### src/rtl/seg_scan_capture.sv
// seg_scan_capture: rebuilds the 32-bit hex value from a scanned 8-digit 7-segment bus.
// Optional decimal-point capture is enabled with SCAN_DP_CAPTURE_EN.
module seg_scan_capture #(
  parameter int SETTLE = 4
) (
  input  logic        clk,
  input  logic        rst,
  input  logic [7:0]  Anode,
  input  logic [6:0]  cathode,
`ifdef SCAN_DP_CAPTURE_EN
  input  logic        dp,
  output logic [7:0]  dp_out,
`endif
  input  logic        clr_err,
  output logic [31:0] value,
  output logic [7:0]  blank,
  output logic        frame_valid,
  output logic        seq_err,
  output logic        pat_err,
  output logic        anode_err
);
`ifdef SCAN_DP_CAPTURE_EN
  localparam int CW = 16;
  logic [CW-1:0] bus;
  logic [7:0]    sdp_q, sdp_d;
  assign bus = {dp, Anode, cathode};
`else
  localparam int CW = 15;
  logic [CW-1:0] bus;
  assign bus = {Anode, cathode};
`endif
  typedef enum logic [1:0] {S_IDLE, S_SETTLE, S_CAPTURE, S_HOLD} state_t;
  state_t        state_q, state_d;
  logic [CW-1:0] cand_q, cand_d;
  logic [3:0]    cnt_q, cnt_d;
  logic [7:0]    cand_an, last_q, mask_q, mask_new, sblank_q, sblank_d;
  logic [31:0]   shadow_q, shadow_d;
  logic          last_valid_q;
  logic          an_valid, an_off, an_multi, same, same_an, settled, move, load, cap, done;
  logic [2:0]    idx;
  logic [3:0]    nib;
  logic          blk, bad, seq_ev, pat_ev, an_ev;

  function automatic logic [5:0] decode(input logic [6:0] c);
    case (c)
      7'h01: decode = 6'h00;
      7'h4F: decode = 6'h01;
      7'h12: decode = 6'h02;
      7'h06: decode = 6'h03;
      7'h4C: decode = 6'h04;
      7'h24: decode = 6'h05;
      7'h20: decode = 6'h06;
      7'h0F: decode = 6'h07;
      7'h00: decode = 6'h08;
      7'h04: decode = 6'h09;
      7'h08: decode = 6'h0A;
      7'h60: decode = 6'h0B;
      7'h31: decode = 6'h0C;
      7'h42: decode = 6'h0D;
      7'h30: decode = 6'h0E;
      7'h38: decode = 6'h0F;
      7'h7F: decode = 6'h10;
      default: decode = 6'h20;
    endcase
  endfunction

  assign cand_an  = cand_q[14:7];
  assign an_valid = $countones(~Anode) == 1;
  assign an_off   = &Anode;
  assign an_multi = !an_valid && !an_off;
  assign same     = bus == cand_q;
  assign same_an  = Anode == cand_an;
  assign settled  = cnt_q >= 4'(SETTLE - 1);
  assign cap      = state_q == S_CAPTURE;
  assign {bad, blk, nib} = decode(cand_q[6:0]);
  assign mask_new = mask_q | ~cand_an;
  assign done     = cap && (&mask_new);

  always_ff @(posedge clk) state_q <= rst ? S_IDLE : state_d;

  always_comb begin
    state_d = state_q;
    case (state_q)
      S_IDLE:    state_d = an_valid ? S_SETTLE : S_IDLE;
      S_SETTLE:  state_d = same ? (settled ? S_CAPTURE : S_SETTLE) : (an_valid ? S_SETTLE : S_IDLE);
      S_CAPTURE: state_d = S_HOLD;
      S_HOLD:    state_d = same_an ? S_HOLD : (an_valid ? S_SETTLE : S_IDLE);
      default:   state_d = S_IDLE;
    endcase
  end

  // The bus is re-evaluated as a fresh candidate whenever the current one is abandoned.
  always_comb begin
    move = (state_q == S_IDLE) || (state_q == S_SETTLE && !same) || (state_q == S_HOLD && !same_an);
    load = move && an_valid;
    an_ev = move && an_multi;
    cand_d = load ? bus : cand_q;
    cnt_d = load ? 4'd1 : (state_q == S_SETTLE && same) ? cnt_q + 4'd1 : cnt_q;
    idx = 3'd0;
    for (int i = 0; i < 8; i++) if (!cand_an[i]) idx = 3'(i);
    seq_ev = cap && last_valid_q && (cand_an != {last_q[6:0], last_q[7]});
    pat_ev = cap && bad;
    shadow_d = shadow_q;
    sblank_d = sblank_q;
    if (cap) begin
      shadow_d[{idx, 2'b00} +: 4] = nib;
      sblank_d[idx] = blk;
    end
`ifdef SCAN_DP_CAPTURE_EN
    sdp_d = sdp_q;
    if (cap) sdp_d[idx] = !cand_q[15];
`endif
  end

  always_ff @(posedge clk) begin
    if (rst) begin
      cand_q       <= '0;
      cnt_q        <= '0;
      shadow_q     <= '0;
      sblank_q     <= '0;
      mask_q       <= '0;
      last_q       <= '0;
      last_valid_q <= 1'b0;
      value        <= '0;
      blank        <= '0;
      frame_valid  <= 1'b0;
      seq_err      <= 1'b0;
      pat_err      <= 1'b0;
      anode_err    <= 1'b0;
    end else begin
      cand_q       <= cand_d;
      cnt_q        <= cnt_d;
      shadow_q     <= shadow_d;
      sblank_q     <= sblank_d;
      mask_q       <= cap ? (done ? 8'h00 : mask_new) : mask_q;
      last_q       <= cap ? cand_an : last_q;
      last_valid_q <= last_valid_q || cap;
      value        <= done ? shadow_d : value;
      blank        <= done ? sblank_d : blank;
      frame_valid  <= done;
      seq_err      <= (seq_err && !clr_err) || seq_ev;
      pat_err      <= (pat_err && !clr_err) || pat_ev;
      anode_err    <= (anode_err && !clr_err) || an_ev;
    end
  end

`ifdef SCAN_DP_CAPTURE_EN
  always_ff @(posedge clk) begin
    if (rst) begin
      sdp_q  <= '0;
      dp_out <= '0;
    end else begin
      sdp_q  <= sdp_d;
      dp_out <= done ? sdp_d : dp_out;
    end
  end
`endif
endmodule

### config.mk
export PLATFORM = sky130hd
export DESIGN_NAME = seg_scan_capture
export DESIGN_NICKNAME = d
export VERILOG_FILES = /design/src/rtl/seg_scan_capture.sv
export SDC_FILE = /design/constraint.sdc
export NUM_CORES = 1
export LEC_CHECK = 0
export ABC_AREA = 1
export CELL_PAD_IN_SITES_DETAIL_PLACEMENT = 1
export CELL_PAD_IN_SITES_GLOBAL_PLACEMENT = 2
export CORE_UTILIZATION = 36
export CTS_BUF_LIST = sky130_fd_sc_hd__clkbuf_4 sky130_fd_sc_hd__clkbuf_8
export DETAILED_ROUTE_END_ITERATION = 12
export PLACE_DENSITY = 0.86
export SLEW_MARGIN = 20
export SYNTH_ARGS = -nofsm -noshare
export SYNTH_HDL_FRONTEND = slang
export SYNTH_SLANG_ARGS = --single-unit
### constraint.sdc
create_clock -name clk -period 7.8 [get_ports clk]
set_input_delay 1.17 -clock clk [delete_from_list [all_inputs] [get_ports clk]]
set_output_delay 1.17 -clock clk [all_outputs]
set_load 0.05 [all_outputs]
==> flow_metrics.env, run 1 <==
export IMPL_insertion_delay_ps=450
export IMPL_initial_core_util_pct=36.78
export IMPL_status="finished clean"
export IMPL_synth_top_area_cell="dfxtp_1"
export IMPL_place_congestion=0.8609
export IMPL_vias_per_cell=4.713
export IMPL_nets=923
export IMPL_synth_warnings=0
export IMPL_cts_root_buffer="clkbuf_8"
export IMPL_fin_worst_skew_ps=10.28
export IMPL_p_per_area_nw_per_um2=249.1
export IMPL_finalMaxSlewViolations=0
export IMPL_period_needed_ps=4652
export IMPL_ys_seq_area_share_pct=41.80
export IMPL_antenna_found_initial=0
export IMPL_slew_headroom_pct=43.76
export IMPL_ir_drop_mv=0.1043
export IMPL_htree_levels=4
export IMPL_grt_setup_unrepaired="no"
export IMPL_grt_start_max_net_pins=49
export IMPL_syn_area_per_cell_um2=7.006
export IMPL_max_cap_viol_count=0
export IMPL_grt_usage_pct=20.58
export IMPL_crit_path_start_kind="input port"
export IMPL_crit_fanout=32
export IMPL_grt_pass1_vias=5461
export IMPL_hold_ws_ps=448.8
export IMPL_post_cts_buffers=0
export IMPL_clkTransAtPathRegs_ps=80
export IMPL_hold_violations=0
export IMPL_syn_to_final_growth_pct=19.96
export IMPL_yosys_top_cells_area="dfxtp_1, nand2_1, nor2_1, nand3_1, inv_1"
export IMPL_ant_nets=0
export IMPL_core_area_um2=15890
export IMPL_setup_total_negative_slack_ps=0
export IMPL_drt_iter0_markers=232
export IMPL_worst_ep_arrival_time_ps=5040
export IMPL_synthArstFlopShare_pct=0
export IMPL_drt_pass1_iterations=4
export IMPL_detailed_place_hpwl_um=11650
export IMPL_antennaDiodeCount=0
export IMPL_synth_edf_count=0
export IMPL_crit_type="input port to flip-flop"
export IMPL_port_buffers=61
export IMPL_synth_flop_cell="dfxtp_1"
export IMPL_synth_top_area_share_pct=41.80
export IMPL_cts_tree="done"
export IMPL_max_freq_mhz=214.9
export IMPL_grt_first_pass_wirelength_um=26550
export IMPL_critical_path_required_ps=8190
export IMPL_vias=5264
export IMPL_synth_seq_cells=122
export IMPL_grt_overflow_total=0
export IMPL_synth_cell_types=43
export IMPL_synth_nets=866
export IMPL_drive_above_1_share_pct=8.879
export IMPL_cts_resized=0
export IMPL_tightest_slew_ps=842.7
export IMPL_crit_path_end_kind="flip-flop"
export IMPL_cts_buffers=17
export IMPL_clk_path_buf_depth=2
export IMPL_ios=62
export IMPL_setup_violations=0
export IMPL_finalPower_mw=1.746
export IMPL_cts_hold_buffers=0
export IMPL_synth_most_common_cell="nand2_1"
export IMPL_synthCells=834
export IMPL_p_leak_nw=3.249
export IMPL_die_w_um=129.4
export IMPL_wl_per_cell_um=14.20
export IMPL_drc_errors=0
export IMPL_drt_wl_total_um=15860
export IMPL_fp_dieArea_um2=16740
export IMPL_synth_area_um2=5843
export IMPL_netlist_top_cells_count="nand2_1, nor2_1, dfxtp_1, inv_1, nand3_1"
export IMPL_finalCritPeriodShare_pct=59.65
export IMPL_cts_sinks=122
export IMPL_hold_class="flip-flop to flip-flop"
export IMPL_die_h_um=129.4
export IMPL_core_rowCount=46
## where the power goes
| group | internal, mW | leakage, nW | total [mW] | switching, mW |
|---|---|---|---|---|
| sequential | 0.652 | 0.985 | 0.706 | 0.0537 |
| combinational | 0.132 | 2.04 | 0.414 | 0.281 |
| clock | 0.375 | 0.219 | 0.626 | 0.251 |
| total | 1.16 | 3.25 | 1.75 | 0.586 |
## worst max-delay path, cell delays in order
cell and delay, ps:
clkdlybuf4s50_1 510, fa_1 570, inv_1 50, fa_1 450, fa_1 490, ha_1 170
inv_1 60, fa_1 480, nand3_1 70, a21oi_1 300, nand3_4 370, nand2_1 160
nand2_1 70, nor2_1 130
## final cells by class
class / instances / area (um^2)
repair buffers: 64 / 628.1
inverters: 91 / 341.6
flip-flops and latches: 122 / 2442
fillers: 2056 / 8876
well taps: 216 / 270.3
clock buffers: 21 / 289.0
multi-input cells: 595 / 2895
clock inverters: 8 / 142.6
## cells in the final DEF (no fill, tap or decap), types with 2 or more instances in the layout
cell type,instances
nand2_1,268
nor2_1,123
dfxtp_1,122
inv_1,76
nand3_1,60
clkdlybuf4s50_1,60
clkbuf_8,21
o21ai_0,18
inv_2,14
o21ai_1,13
nand4_1,13
ha_1,10
nor3_1,9
xnor2_1,9
nand3_2,8
a21oi_1,7
o21a_1,7
xor2_1,6
nor2_2,5
nand2_2,4
nand2_4,4
fa_1,4
bufinv_16,4
o22ai_1,3
nor2_4,3
a21o_1,3
nand3b_1,3
clkinv_2,3
buf_4,3
nor3_2,2
a21oi_2,2
a211oi_1,2
## metal layers
| metal | vias to the layer above | wire length (um) | GRT usage [%] |
|---|---|---|---|
| li1 | 2709 | - | - |
| met1 | 2469 | 7553 | 25.49 |
| met2 | 62 | 7657 | 35.26 |
| met3 | 24 | 393 | 4.377 |
| met4 | 0 | 255 | 7.197 |
| met5 | - | 0 | 0 |
## stage by stage
stage | cell area [um^2] | setup slack (ps) | std cells | utilization, %
2_1_floorplan | 5843 | 3634 | 834 | -
3_3_place_gp | 6583 | 2822 | 1088 | 41.44
3_5_place_dp | 6583 | 2629 | 1088 | 41.44
4_1_cts | 7014 | 3136 | 1117 | 44.16
5_1_grt | 7009 | 2899 | 1117 | 44.12
6_report | 7009 | 3148 | 1117 | 44.12
## flip-flops by register name, indices dropped and copies added (netlist names)
name,flops
pat_err,1
last_valid_q,1
value,32
last_q,8
shadow_q,32
frame_valid,1
state_q,2
cand_q,15
mask_q,8
anode_err,1
blank,8
sblank_q,8
seq_err,1
cnt_q,4
## final timing paths
path | from | end | slack [ps] | cells past startpoint
setup / recovery | Anode[0] | cand_q[5] | 3150 | 14
hold / removal | value[7] | value[7] | 450 | 2
setup reg to reg | cand_q[9] | value[19] | 4610 | 16
hold reg to reg | value[7] | value[7] | 450 | 2
## logic make-up after synthesis
family	after synthesis	share of synthesized area [%]
xor+xnor	15	2.248
simple gates	510	38.18
compound gates	55	5.417
buf+inv	117	8.651
mux	1	0.1927
fa+ha+maj	14	3.512
flops	122	41.80
(Power assumes the default switching activity.)
==> run 2: changes to the inputs <==
Settings changed: CORE_UTILIZATION 36 to 33, PLACE_DENSITY 0.86 to 0.8.
Clock period 7.8 ns to 4.7 ns, I/O delays scaled along.
==> run 2 against run 1 <==
Compared with the run above: non-clock buffer count is 2 higher; via count is 2.4% higher; combinational power up 67%; hold slack better by 1.5 ps; largest cell class unchanged; sequential power rose by 66%; highest routed layer unchanged; critical path depth unchanged.
==> flow_metrics.env, run 2 (same netlist as run 1, synthesis figures left out) <==
export IMPL_status="finished clean"
export IMPL_port_buffers=61
export IMPL_setup_violations=0
export IMPL_drt_pass1_iterations=4
export IMPL_cp_num_buf_inv=3
export IMPL_p_per_area_nw_per_um2=414.4
export IMPL_ios=62
export IMPL_cts_root_buffer="clkbuf_8"
export IMPL_clk_path_buf_depth=2
export IMPL_fp_dieArea_um2=18240
export IMPL_slew_headroom_pct=37.72
export IMPL_critical_path_max_stage_delay_ps=540
export IMPL_grt_first_pass_wirelength_um=26870
export IMPL_antenna_found_initial=0
export IMPL_busiest_layer="met2"
export IMPL_cts_sinks=122
export IMPL_finalMaxSlewViolations=0
export IMPL_drt_wl_total_um=16140
export IMPL_drive_above_1_share_pct=9.382
export IMPL_hold_violations=0
export IMPL_hold_class="flip-flop to flip-flop"
export IMPL_drc_errors=0
export IMPL_cts_hold_buffers=0
export IMPL_place_congestion=0.8415
export IMPL_ant_nets=0
export IMPL_final_cell_mix="nand2_1, nor2_1, dfxtp_1, inv_1"
export IMPL_initial_core_util_pct=33.78
export IMPL_post_cts_buffers=0
export IMPL_die_h_um=135.1
export IMPL_cts_resized=0
export IMPL_crit_path_frequent_cell="fa_1"
export IMPL_hold_ws_ps=450.2
export IMPL_fillers=2176
export IMPL_vias_per_cell=4.764
export IMPL_period_needed_ps=4228
export IMPL_syn_to_final_growth_pct=20.64
export IMPL_critical_path_required_ps=5080
export IMPL_critical_path_top_delay_family="adder cells"
export IMPL_p_leak_nw=3.262
export IMPL_core_area_um2=17300
export IMPL_regArea_um2=2442
export IMPL_max_freq_mhz=236.5
export IMPL_crit_type="input port to flip-flop"
export IMPL_detailed_place_hpwl_um=12040
export IMPL_grt_overflow_total=0
export IMPL_crit_fanout=32
export IMPL_crit_path_end_kind="flip-flop"
export IMPL_grt_util_met1_pct=23.63
export IMPL_die_w_um=135.1
export IMPL_tightest_slew_ps=928.4
export IMPL_largestRegisters="shadow_q (32), value (32), cand_q (15)"
export IMPL_grt_start_max_net_pins=51
export IMPL_crit_path_start_kind="input port"
export IMPL_fin_worst_skew_ps=13.20
export IMPL_grt_usage_pct=18.85
export IMPL_ir_drop_mv=0.2405
export IMPL_cts_tree="done"
export IMPL_cp_cell_sequence="clkdlybuf4s50_1, fa_1, inv_1, fa_1, fa_1, ha_1, inv_1, fa_1, nand3_1, a21oi_1, nand3_4, nand2_1, nand2_1, nor2_1"
export IMPL_grt_pass1_vias=5535
export IMPL_antennaDiodeCount=0
export IMPL_wl_per_cell_um=14.27
export IMPL_max_cap_viol_count=0
export IMPL_worst_ep_arrival_time_ps=4600
export IMPL_setup_total_negative_slack_ps=0
export IMPL_finalCritPeriodShare_pct=89.95
export IMPL_globalRouteMet3Util_pct=3.341
export IMPL_drt_iter0_markers=175
export IMPL_mostFrequentLayoutCell="nand2_1"
export IMPL_htree_levels=4
export IMPL_use_met2_pct=32.22
export IMPL_nets=925
export IMPL_vias=5388
export IMPL_cts_buffers=17
export IMPL_grt_setup_unrepaired="no"
export IMPL_core_rowCount=48
export IMPL_cp_slowest_cell="fa_1"
export IMPL_clkTransAtPathRegs_ps=70
export IMPL_insertion_delay_ps=450
export IMPL_multi_input_area_um2=2895
==> run 2: metal layers <==
metal	up-vias	wire length (um)
met5	-	0
met4	0	222
met3	16	494
met2	85	7751
met1	2561	7670
li1	2726	-
==> run 2: worst paths after layout <==
kind	startpoint	endpoint	slack, ps	depth (start not counted)
worst min-delay path	value[1]	value[1]	450	2
worst max-delay path	Anode[1]	cand_q[12]	470	14
worst min register to register	value[1]	value[1]	450	2
worst max register to register	cand_q[9]	value[16]	1520	16
==> run 2: where the power goes <==
part	internal (mW)	switching [mW]	total, mW
Combinational	0.223	0.469	0.692
Clock	0.617	0.443	1.06
Sequential	1.08	0.0871	1.17
==> run 2: final cells by class <==
| class | instances | area share (%) |
|---|---|---|
| multi-input cells | 595 | 41.07 |
| flip-flops and latches | 122 | 34.65 |
| repair buffers | 66 | 9.123 |
| inverters | 91 | 4.846 |
| well taps | 225 | 3.994 |
| clock buffers | 21 | 3.923 |
| clock inverters | 11 | 2.396 |
==> run 2: per-stage QoR <==
step                      worst slack [ps]  area, um^2  power [mW]  std cells  util, %
after floorplan                      998.6        5843       1.706        834        -
after global placement               239.2        6604       1.854       1099    38.18
after detailed placement             21.95        6604       1.886       1099    38.18
after CTS                            480.1        7049       2.953       1131    40.76
after global routing                 279.3        7049       3.098       1131    40.76
final                                472.4        7049       2.921       1131    40.76
==> run 2: worst min-delay path: cells and delay by family, from the launching register on <==
kind             cells  cell delay (ps)
flip-flops           1              310
AND/OR/NAND/NOR      2              100
==> run 3: changes to the inputs <==
Settings changed: CTS_CLUSTER_DIAMETER set to 40.
==> results of run 3 <==
The final DEF is identical to that of run 2; final timing and power are the same.
==> RTL change 1: new RTL, flow settings as in run 3 <==
`value` no longer has a reset.
--- a/src/rtl/seg_scan_capture.sv
+++ b/src/rtl/seg_scan_capture.sv
@@ -121,7 +121,6 @@
       mask_q       <= '0;
       last_q       <= '0;
       last_valid_q <= 1'b0;
-      value        <= '0;
       blank        <= '0;
       frame_valid  <= 1'b0;
       seq_err      <= 1'b0;
@@ -135,13 +134,16 @@
       mask_q       <= cap ? (done ? 8'h00 : mask_new) : mask_q;
       last_q       <= cap ? cand_an : last_q;
       last_valid_q <= last_valid_q || cap;
-      value        <= done ? shadow_d : value;
       blank        <= done ? sblank_d : blank;
       frame_valid  <= done;
       seq_err      <= (seq_err && !clr_err) || seq_ev;
       pat_err      <= (pat_err && !clr_err) || pat_ev;
       anode_err    <= (anode_err && !clr_err) || an_ev;
     end
+  end
+
+  always_ff @(posedge clk) begin
+    value <= done ? shadow_d : value;
   end
 
 `ifdef SCAN_DP_CAPTURE_EN
Function: same outputs for any inputs over 10 cycles, from zero or initial values and one cycle with rst high; that may be too few to reach the edited logic, so the function may still have changed.
==> RTL change 1 against run 3 <==
  * Sequential power is 3% higher
  * Total power fell by 3.9%
  * Routed wire length down 3.8%
  * Largest cell class is now registers
  * Critical endpoint is now cnt_q[1]
  * Sequential cell count is the same
  * Synthesized area rose by 2.1%
  * Non-clock buffer count shrank 2
  * Via count down 5.5%
  * Fmax grew 2.2%
  * Final cell count down 3.6%
  * Highest routed layer unchanged
  * Final area rose by 1.0%
  * Count of clock-buffer cells in the layout did not move
  * Setup slack better by 0.092 ns
  * Register-to-register slack better by 0.09 ns
  * Die area grew 2.1%
==> RTL change 1: results (changes against run 3) <==
GP Congestion=0.815 (-3.2%); worst flop-to-flop path endpoint=value[11]; count of unique library cells instantiated by Yosys=47 (+9.3%); end of the worst hold path=mask_q[6]; number of buffers inserted during clock tree synthesis=17 (unchanged); Antenna diodes=0 (unchanged); net total in the final layout=884 (-4.4%); H-tree level count=4 (unchanged); fraction of final layout cells sized beyond drive strength 1=7.51% (-1.9 points); part of the Yosys area used for sequential elements=46.3% (+4.5 points); initial antenna violation count=0 (unchanged); count of buffers added by post-CTS timing repair for setup=0 (unchanged); Hold WS=0.457 ns (+0.00664 ns); Internal Power=1800 uW (-6.3%); syn_nets=823 (-5.0%); critical-path maximum fanout=17 (-47%); via count of the first global-routing pass=5346 (-3.4%); hold depth=2 (unchanged); per-cell via count in the routed design=4.67 (-2.0%); overall via count from detail_route=5090 (-5.5%); area used by sequential logic in the layout=2760 um2 (+13%); Leakage Power=0.00340 uW (+4.1%); Max Root-Sink Buffers=2 (unchanged); clock tree root driver cell=clkbuf_8; delay of the slowest critical-path stage=0.56 ns (+0.02 ns); number of violations reported at the end of detailed-routing iteration 0=179 (+2.3%); maximum vdd drop=0.000186 V (-23%); post-synth top area cell=dfxtp_1; share of flip-flops with an asynchronous set or reset after synthesis=0% (unchanged); critical-path cell with the highest stage delay=fa_1; post-detailed-placement half-perimeter wirelength=11700 um (-3.1%); leading post-synthesis cells by instance count=nand2_1, inv_1, nor2_1; worst-case setup slack after placement=0.106 ns (+0.0842 ns); startpoint of the lowest-slack hold path=mask_q[6]; reg-to-reg critical path startpoint=cand_q[9]; FF-to-FF setup slack=1.61 ns (+0.09 ns); detailed-routing iteration count for the pre-antenna-repair pass=4 (unchanged); outcome=finished, final reports clean; Post-Place Cell Area=6750 um2 (+2.3%); count of filler cells inserted in the layout=2175 (-0.046%); clock transition at the register clock pins on the worst setup and hold paths after CTS=0.07 ns (about the same); Worst Hold Class=reg2reg; worst relative slew slack=40.5% (+2.7 points); pin count of the biggest net entering global routing=50 (-2.0%); worst setup skew after layout=0.0127 ns (-0.000486 ns); Final Routed Wirelength=15500 um (-3.8%); critical path data arrival time=4.47 ns (-0.13 ns); global-route wire length before repair=25900 um (-3.6%); total global routing track utilization=18.1% (-0.70 points); total placed cells including tap cells=1058 (-3.7%); Gates resized, CTS repair=0 (unchanged); length in cells of the worst reg-to-reg path=16 (unchanged); top area cells in the synthesized netlist=dfxtp_1, edfxtp_1, nand2_1; instance count of the mapped netlist=791 (-5.2%); EDFF count, synth=32 (+32)
[RTL change 1: final cells by class]
cell class | instances | area share, %
flip-flops and latches | 122 | 38.8
multi-input cells | 505 | 35.8
repair buffers | 64 | 8.82
inverters | 142 | 7.48
well taps | 225 | 3.95
clock buffers | 21 | 3.79
clock inverters | 11 | 1.37
[RTL change 1: cells by family (layout without fill, tap and decap cells)]
logic type      Yosys count  after routing  share of synthesized area (%)
fa+ha+maj                14             14                           3.44
buf+inv                 164            238                           11.0
flops                   122            122                           46.3
compound gates           59             59                           6.10
simple gates            414            414                           30.5
xor+xnor                 15             15                           2.20
mux                       3              3                          0.503
[RTL change 1: routing by layer]
metal  vias up  part of all wire (%)  global-route usage, %
li1       2585                     -                      -
met4         0                   1.8                   6.36
met5         -                     0                      0
met1      2406                    49                   23.1
met2        75                    47                   30.2
met3        24                   2.8                   3.84
[RTL change 1: how the worst max path moves through the flow]
stage / from / to / slack, ns / cells after the start
after floorplan: Anode[0] / cand_q[3] / 0.84 / 13
after global placement: Anode[0] / cnt_q[3] / 0.25 / 13
after detailed placement: Anode[0] / cnt_q[1] / 0.11 / 13
after CTS: Anode[0] / cnt_q[2] / 0.59 / 13
after global routing: Anode[0] / cnt_q[1] / 0.38 / 13
final: Anode[0] / cnt_q[1] / 0.56 / 13
[RTL change 1: power groups by stage]
stage	Clock (uW)	Combinational [uW]	Sequential [uW]
2_1_floorplan	0	560	1180
3_3_place_gp	0	702	1230
3_5_place_dp	0	724	1230
4_1_cts	913	727	1210
5_1_grt	957	819	1220
6_report	881	717	1210
[RTL change 1: worst max-delay path: cells and delay by family]
kind,cells,cell delay (ns)
adders and majority gates,5,2.17
and+or+nand+nor,3,0.61
buffers and inverters,3,0.61
AOI/OAI and AO/OA,2,0.37
==> RTL change 2: new RTL, flow settings as in run 3 <==
Made on the original files. Build with the macro `SCAN_DP_CAPTURE_EN` defined.
--- a/src/rtl/seg_scan_capture.sv
+++ b/src/rtl/seg_scan_capture.sv
@@ -1,5 +1,7 @@
 // seg_scan_capture: rebuilds the 32-bit hex value from a scanned 8-digit 7-segment bus.
 // Optional decimal-point capture is enabled with SCAN_DP_CAPTURE_EN.
+`define SCAN_DP_CAPTURE_EN
+
 module seg_scan_capture #(
   parameter int SETTLE = 4
 ) (
Ports: changed (added dp and dp_out); port bits go from 62 to 71. The function was not compared with the original's and may differ.
==> RTL change 2 against run 3 <==
  * Register-to-register slack lost 0.02 ns
  * Sequential cell count increased by 17
  * Synthesized area is 14% higher
  * Setup slack gained 0.23 ns
  * First-iteration DRC count rose by 62%
  * Routed wire length rose by 15%
  * Total power is 5.0% higher
  * Via count increased by 12%
  * Final area increased by 12%
==> RTL change 2: results (changes against run 3) <==
outcome=finished, final reports clean; registers with the highest flip-flop counts=shadow_q x32, value x32, cand_q x16; count of unique library cells instantiated by Yosys=39 (-9.3%); net total in the final layout=1075 (+16%); average wire per standard cell=14.1 um (-1.4%); per-cell via count in the routed design=4.59 (-3.6%); startpoint of the lowest-slack hold path=value[31]; Routed met1 length=9760 um (+27%); instance count of the mapped netlist=979 (+17%); buffers added on ports=70 (+15%); worst setup skew after layout=0.0145 ns (+0.00128 ns); switching part of the total power=39.0% (+4.8 points); global-route wire length before repair=30800 um (+15%); launch point of the worst path=Anode[0]; top area cells in the synthesized netlist=dfxtp_1, nand2_1, nor2_1; post-detailed-placement half-perimeter wirelength=13700 um (+13%); part of the Yosys area used for sequential elements=41.9% (+0.13 points); critical-path maximum fanout=18 (-44%); pin count of the biggest net entering global routing=57 (+12%); total global routing track utilization=19.4% (+0.51 points); fraction of final layout cells sized beyond drive strength 1=8.63% (-0.76 points); total met3 wirelength after detailed routing=502 um (+1.6%); syn_nets=1012 (+17%); Leakage Power=0.00360 uW (+10%); sequential power=1320 uW (+13%); grt met2 use=31.1% (-1.1 points); global routing usage on met3=3.10% (-0.24 points); overall via count from detail_route=6060 (+12%); Critical Path End=cand_q[13]
==> RTL change 2: cell types whose count changed after synthesis, sizes merged, moves of 7 or more <==
cell   change
a21oi     +11
nor2       +7
dfxtp     +17
o21ai     +13
nand4     +16
inv       +36
nand3     -17
nand2     +74
==> RTL change 2: logic make-up (layout without fill, tap and decap cells) <==
| family | count (synthesis) | after routing | share of synthesized area [%] |
|---|---|---|---|
| fa+ha+maj | 14 | 14 | 3.09 |
| buf+inv | 159 | 235 | 9.99 |
| simple gates | 583 | 583 | 37.5 |
| xor+xnor | 7 | 7 | 0.924 |
| compound gates | 77 | 77 | 6.56 |
| flops | 139 | 139 | 41.9 |
==> RTL change 2: final cells by class <==
class	instances	area [um2]
fill	2552	11700
clock buffer	17	234
sequential	139	2780
tap	265	332
clock inverter	15	150
timing repair buffer	74	726
inverter	129	484
multi-input combinational	681	3190
